[config.mk]
export PLATFORM = sky130hd
export DESIGN_NAME = apb_param_slave
export DESIGN_NICKNAME = d
export VERILOG_FILES = /design/src/rtl/apb_pkg.sv /design/src/rtl/apb_regfile.sv /design/src/rtl/apb_param_slave.sv
export SDC_FILE = /design/constraint.sdc
export NUM_CORES = 1
export LEC_CHECK = 0
export CAP_MARGIN = 10
export CORE_AREA = 2 2 198 345
export DETAILED_ROUTE_END_ITERATION = 10
export DIE_AREA = 0 0 200 347
export HOLD_SLACK_MARGIN = 0.12
export PLACE_DENSITY_LB_ADDON = 0.25
export SYNTH_ARGS = -nofsm -noshare
export SYNTH_HDL_FRONTEND = slang
export SYNTH_SLANG_ARGS = --single-unit
[constraint.sdc]
create_clock -name pclk -period 39.9 [get_ports pclk]
set_input_delay 3.99 -clock pclk [delete_from_list [all_inputs] [get_ports pclk]]
set_output_delay 3.99 -clock pclk [all_outputs]
set_load 0.005 [all_outputs]
[src/rtl/apb_pkg.sv]
// Shared types and helpers for the parametrised APB completer.
package apb_pkg;

    typedef enum logic [1:0] {
        IDLE   = 2'd0,
        SETUP  = 2'd1,
        ACCESS = 2'd2
    } apb_state_t;

    // Wait-state counter width; covers WAIT_STATES up to 15.
    localparam int CNT_W = 4;

    localparam logic RESP_OKAY  = 1'b0;
    localparam logic RESP_ERROR = 1'b1;

    // Number of byte-offset address bits below the word index.
    function automatic int addr_lsb(input int data_width);
        return $clog2(data_width / 8);
    endfunction

endpackage

[src/rtl/apb_regfile.sv]
// Register file: strobe-masked write port, combinational read port,
// constant read-only register 0 and a flat export of every register.
module apb_regfile
    import apb_pkg::*;
#(
    parameter int                    DATA_WIDTH = 32,
    parameter int                    NUM_REGS   = 16,
    parameter logic [DATA_WIDTH-1:0] ID_VALUE   = '0,
    localparam int                   IDX_W      = $clog2(NUM_REGS),
    localparam int                   STRB_W     = DATA_WIDTH / 8
) (
    input  logic                           clk,
    input  logic                           rst,
    input  logic                           we,
    input  logic [IDX_W-1:0]               widx,
    input  logic [DATA_WIDTH-1:0]          wdata,
    input  logic [STRB_W-1:0]              wstrb,
    input  logic [IDX_W-1:0]               ridx,
    output logic [DATA_WIDTH-1:0]          rdata,
    output logic [NUM_REGS*DATA_WIDTH-1:0] regs_flat
);

    // Register 0 has no storage; it always reads ID_VALUE.
    logic [NUM_REGS-1:1][DATA_WIDTH-1:0] mem;

    // Byte-masked write into the writable registers.
    always_ff @(posedge clk or posedge rst) begin
        if (rst) begin
            mem <= '0;
        end else if (we && (widx != '0)) begin
            for (int b = 0; b < STRB_W; b++) begin
                if (wstrb[b]) begin
                    mem[widx][b*8 +: 8] <= wdata[b*8 +: 8];
                end
            end
        end
    end

    assign rdata = (ridx == '0) ? ID_VALUE : mem[ridx];

    assign regs_flat[0 +: DATA_WIDTH] = ID_VALUE;

    for (genvar i = 1; i < NUM_REGS; i++) begin : g_export
        assign regs_flat[i*DATA_WIDTH +: DATA_WIDTH] = mem[i];
    end

endmodule

[src/rtl/apb_param_slave.sv]
// Parametrised APB4 completer: address decode, transfer FSM and wait-state
// counter; storage lives in apb_regfile.
//
// state  | meaning
// IDLE   | no transfer; waiting for a setup phase (psel & !penable)
// SETUP  | latch index, direction and error flag; clear wait count
// ACCESS | count wait states, then complete with pready
module apb_param_slave
    import apb_pkg::*;
#(
    parameter int                    ADDR_WIDTH  = 32,
    parameter int                    DATA_WIDTH  = 32,
    parameter int                    NUM_REGS    = 16,
    parameter int                    WAIT_STATES = 0,
    parameter logic [DATA_WIDTH-1:0] ID_VALUE    = DATA_WIDTH'(32'hA5B0_0001)
) (
    input  logic                           pclk,
    input  logic                           prst,
    input  logic                           psel,
    input  logic                           penable,
    input  logic                           pwrite,
    input  logic [ADDR_WIDTH-1:0]          paddr,
    input  logic [DATA_WIDTH-1:0]          pwdata,
    input  logic [DATA_WIDTH/8-1:0]        pstrb,
    output logic                           pready,
    output logic [DATA_WIDTH-1:0]          prdata,
    output logic                           pslverr,
    output logic [NUM_REGS*DATA_WIDTH-1:0] regs_o
);

    localparam int                    ADDR_LSB    = addr_lsb(DATA_WIDTH);
    localparam int                    IDX_W       = $clog2(NUM_REGS);
    localparam logic [ADDR_WIDTH-1:0] ALIGN_MASK  = ADDR_WIDTH'((1 << ADDR_LSB) - 1);
    localparam logic [63:0]           RANGE_BYTES = 64'(NUM_REGS * (DATA_WIDTH / 8));
    localparam logic [CNT_W-1:0]      WAIT_LAST   = CNT_W'(WAIT_STATES);

    apb_state_t             state;
    logic [CNT_W-1:0]       wait_cnt;
    logic [IDX_W-1:0]       lat_idx;
    logic                   lat_write;
    logic                   lat_err;

    logic [IDX_W-1:0]       idx_dec;
    logic                   err_dec;
    logic                   done;
    logic                   we;
    logic [DATA_WIDTH-1:0]  rd_word;

    // Address decode is evaluated while in SETUP, when paddr/pwrite are stable.
    assign idx_dec = paddr[ADDR_LSB +: IDX_W];
    assign err_dec = ((paddr & ALIGN_MASK) != '0)
                   || (64'(paddr) >= RANGE_BYTES)
                   || (pwrite && (idx_dec == '0));

    assign pready = (state == ACCESS) && (wait_cnt == WAIT_LAST);
    assign done   = pready && psel && penable;
    assign we     = done && lat_write && !lat_err;

    // Transfer sequencing; psel dropping mid-transfer aborts back to IDLE.
    always_ff @(posedge pclk or posedge prst) begin
        if (prst) begin
            state     <= IDLE;
            wait_cnt  <= '0;
            lat_idx   <= '0;
            lat_write <= 1'b0;
            lat_err   <= 1'b0;
        end else begin
            case (state)
                IDLE: begin
                    if (psel && !penable) begin
                        state <= SETUP;
                    end
                end
                SETUP: begin
                    wait_cnt  <= '0;
                    lat_idx   <= idx_dec;
                    lat_write <= pwrite;
                    lat_err   <= err_dec;
                    state     <= psel ? ACCESS : IDLE;
                end
                ACCESS: begin
                    if (!psel) begin
                        state    <= IDLE;
                        wait_cnt <= '0;
                    end else if (!pready) begin
                        wait_cnt <= wait_cnt + CNT_W'(1);
                    end else if (penable) begin
                        state    <= IDLE;
                        wait_cnt <= '0;
                    end
                end
                default: begin
                    state <= IDLE;
                end
            endcase
        end
    end

    apb_regfile #(
        .DATA_WIDTH (DATA_WIDTH),
        .NUM_REGS   (NUM_REGS),
        .ID_VALUE   (ID_VALUE)
    ) u_regfile (
        .clk       (pclk),
        .rst       (prst),
        .we        (we),
        .widx      (lat_idx),
        .wdata     (pwdata),
        .wstrb     (pstrb),
        .ridx      (lat_idx),
        .rdata     (rd_word),
        .regs_flat (regs_o)
    );

    assign prdata  = ((state == ACCESS) && !lat_write && !lat_err) ? rd_word : '0;
    assign pslverr = (pready && lat_err) ? RESP_ERROR : RESP_OKAY;

endmodule
==> impl_metrics.py <==
metrics = {
    "synth": {
        "async_reset_ff_share_pct": 100,
        "yosysWarnings": 0,
        "syn_area_per_cell_um2": 14.6,
        "yosysSeqAreaShare_pct": 53.4,
        "netlist_area_um2": 23100,
        "synth.ff_latch_count": 492,
        "yosysUniqueCellTypes": 48,
        "syn_inst": 1575,
        "synth_area_leaders": "dfrtp_1, mux2_2, mux4_2",
        "ys.flop_type": "dfrtp_1",
        "synth_top_area_share_pct": 53.4,
        "yosys.area.top_type": "dfrtp_1",
        "synth_edf_count": 0,
    },
    "layout": {
        "layout.filler_cells": 5997,
        "drive_above_1_share_pct": 32.5,
        "antenna_cells": 0,
        "num-nets-final": 2207,
        "syn2layout_area_growth_pct": 36.0,
    },
    "floorplanning": {
        "core_area_um2": 66500,
        "dieArea_um2": 69400,
        "num_rows": 125,
        "die_h_um": 347,
        "die_w_um": 200,
        "io_pins": 619,
        "start_util_pct": 34.7,
    },
    "grt": {
        "antenna_found_initial": 0,
        "grt_first_pass_wirelength_um": 132000,
        "overflow": 0,
        "grt_max_degree": 142,
        "grt_usage_pct": 26.5,
        "grt_pass1_vias": 17800,
    },
    "clocking": {
        "clk_pin_slew_ps": 70,
        "cts_buffers": 50,
        "clk_path_buf_depth": 3,
        "worstSkewPairLatency_ps": 620,
        "cts_root_buffer": "clkbuf_16",
        "cts_hold_buffers": 0,
        "cts_tree": "yes",
        "cts-htree-levels": 2,
        "cts_setup_buffers": 0,
        "clock-sinks": 492,
        "ctsResizeCount": 0,
    },
    "route": {
        "drt_pass1_iterations": 5,
        "drt-vias-per-instance": 5.44,
        "wl_met1_um": 34900,
        "top_layer_used": "met4",
        "wl_um": 91800,
        "remaining_drc_errors": 0,
        "drtAntennaViolNets": 0,
        "drt-initial-drc-count": 701,
        "wl_met2_um": 46400,
        "vias": 16600,
        "dr_wl_met3_um": 6870,
        "wl_per_cell_um": 30.0,
    },
    "worst_setup_path": {
        "critical_path.cell_chain": "buf_4 > mux2_2 > a221o_1 > a22oi_1 > o211ai_1 > clkdlybuf4s50_1",
        "critPathTopFamily": "buffers and inverters",
        "arrival_ps": 4080,
        "path_buf_inv": 2,
        "critPathSlowestCell": "buf_4",
        "cp-end-kind": "output pin",
        "required_ps": 35910,
        "max_stage_delay_ps": 890,
        "crit_type": "reg -> out",
        "worstSetupStartpointType": "flop",
        "crit_fanout": 49,
    },
    "power_and_ir_drop": {
        "p_per_area_nw_per_um2": 40.8,
        "vdd_ir_drop_max_mv": 0.0349,
        "p_leak_nw": 14.3,
    },
    "placed_design": {
        "routabilityCongestion": 0.885,
        "dp_hpwl_um": 65600,
        "io_buffers": 586,
    },
    "sta": {
        "tightest_slew_ps": 1090,
        "setup-tns-final_ps": 0,
        "slew_viol_final": 0,
        "period_share_pct": 20.2,
        "finalSetupViolCount": 0,
        "rsz0062_at_grt": "no",
        "final.min_clock_period_ps": 8070,
        "clock.fmax_mhz": 124,
        "max_slew_margin_pct": 27.4,
        "fin_skew_ps": 23.1,
        "hold_viol": 0,
        "whs_ps": 493,
    },
    "status": {
        "status": "complete, no violations",
    },
    "worst_hold_path": {
        "hp-class": "reg -> reg",
    },
    "job": {
        "maxCapViolCount": 0,
    },
}
## layout make-up
class	instances	area, um2	share of cell area (%)
multi-input cells	969	10200	32.4
well taps	889	1110	3.54
clock buffers	69	1420	4.53
repair buffers	605	6040	19.2
clock inverters	24	285	0.909
inverters	11	48.8	0.155
flip-flops and latches	492	12300	39.3
## cells in the mapped netlist (6+ instances only)
master,number
a221o_1,23
clkbuf_1,59
dfrtp_1,492
a221oi_1,6
o21ai_0,7
o211ai_1,23
mux4_2,83
inv_1,11
mux2_2,473
mux2i_1,44
buf_4,36
buf_2,29
mux2_1,36
a211oi_1,6
nand2b_1,6
nand2_1,36
buf_1,6
nor4_1,6
nand2_2,30
nor2_1,14
a22oi_1,39
nand3_1,53
## report_power, final
group	switching (mW)	internal (mW)	total [mW]
clock network	0.211	0.283	0.495
registers	0.0282	0.503	0.532
logic	0.164	0.0897	0.253
total	0.403	0.876	1.28
## per-stage QoR
| step | cells | instance area (um2) | setup slack (ps) | total power [mW] | utilization, % |
|---|---|---|---|---|---|
| floorplan | 1605 | 23200 | 22180 | 0.703 | - |
| global placement | 2964 | 29700 | 32100 | 0.789 | 44.6 |
| detailed placement | 2966 | 29700 | 31960 | 0.797 | 44.7 |
| CTS | 3059 | 31400 | 31680 | 1.30 | 47.2 |
| global route | 3059 | 31400 | 31580 | 1.33 | 47.2 |
| finish | 3059 | 31400 | 31830 | 1.28 | 47.2 |
## sequential cells by signal, indices dropped and copies added, names as in the netlist
register / flops
lat_write: 1
state: 2
wait_cnt: 4
u_regfile.regs_flat: 480
lat_idx: 4
lat_err: 1
## routing by layer
layer,track usage (%),vias up
li1,-,7001
met1,31.3,8799
met2,45.6,681
met3,7.13,161
met4,10.2,0
met5,0,-
## worst paths after layout
path | start | to | slack, ps | cells after the start
worst max-delay path | lat_idx[0] | prdata[14] | 31830 | 6
worst min-delay path | wait_cnt[3] | wait_cnt[3] | 490 | 1
worst max register to register | lat_idx[0] | u_regfile.regs_flat[51] | 36490 | 4
worst min register to register | wait_cnt[3] | wait_cnt[3] | 490 | 1
max in group asynchronous | prst | u_regfile.regs_flat[119] | 32860 | 5
min in group asynchronous | prst | u_regfile.regs_flat[331] | 3840 | 2
## kinds of logic (layout without fill, tap and decap cells)
kind of cell             Yosys count  in the layout  synth area share (%)
AO/OA/AOI/OAI                    121            121                  4.12
adder cells (fa/ha/maj)            5              5                 0.271
buffers and inverters            144            709                  3.18
flip-flops                       492            492                  53.4
multiplexers                     636            636                  34.9
other                              2             32                0.0325
AND/OR/NAND/NOR                  175            175                  4.18
## cells in the final DEF, fill, tap and decap left out, types with 12 or more instances in the layout
master and n:
nand3_1 53, a22oi_1 39, mux2_1 36, clkbuf_16 50, nor2_1 12, clkdlybuf4s50_1 586, a221o_1 23, dfrtp_1 488
mux2i_1 44, mux2_2 473, nand2_1 36, o211ai_1 23, buf_4 16, nand2_2 30, mux4_2 83, conb_1 32
Note: power is estimated with default switching activity, not from simulation.
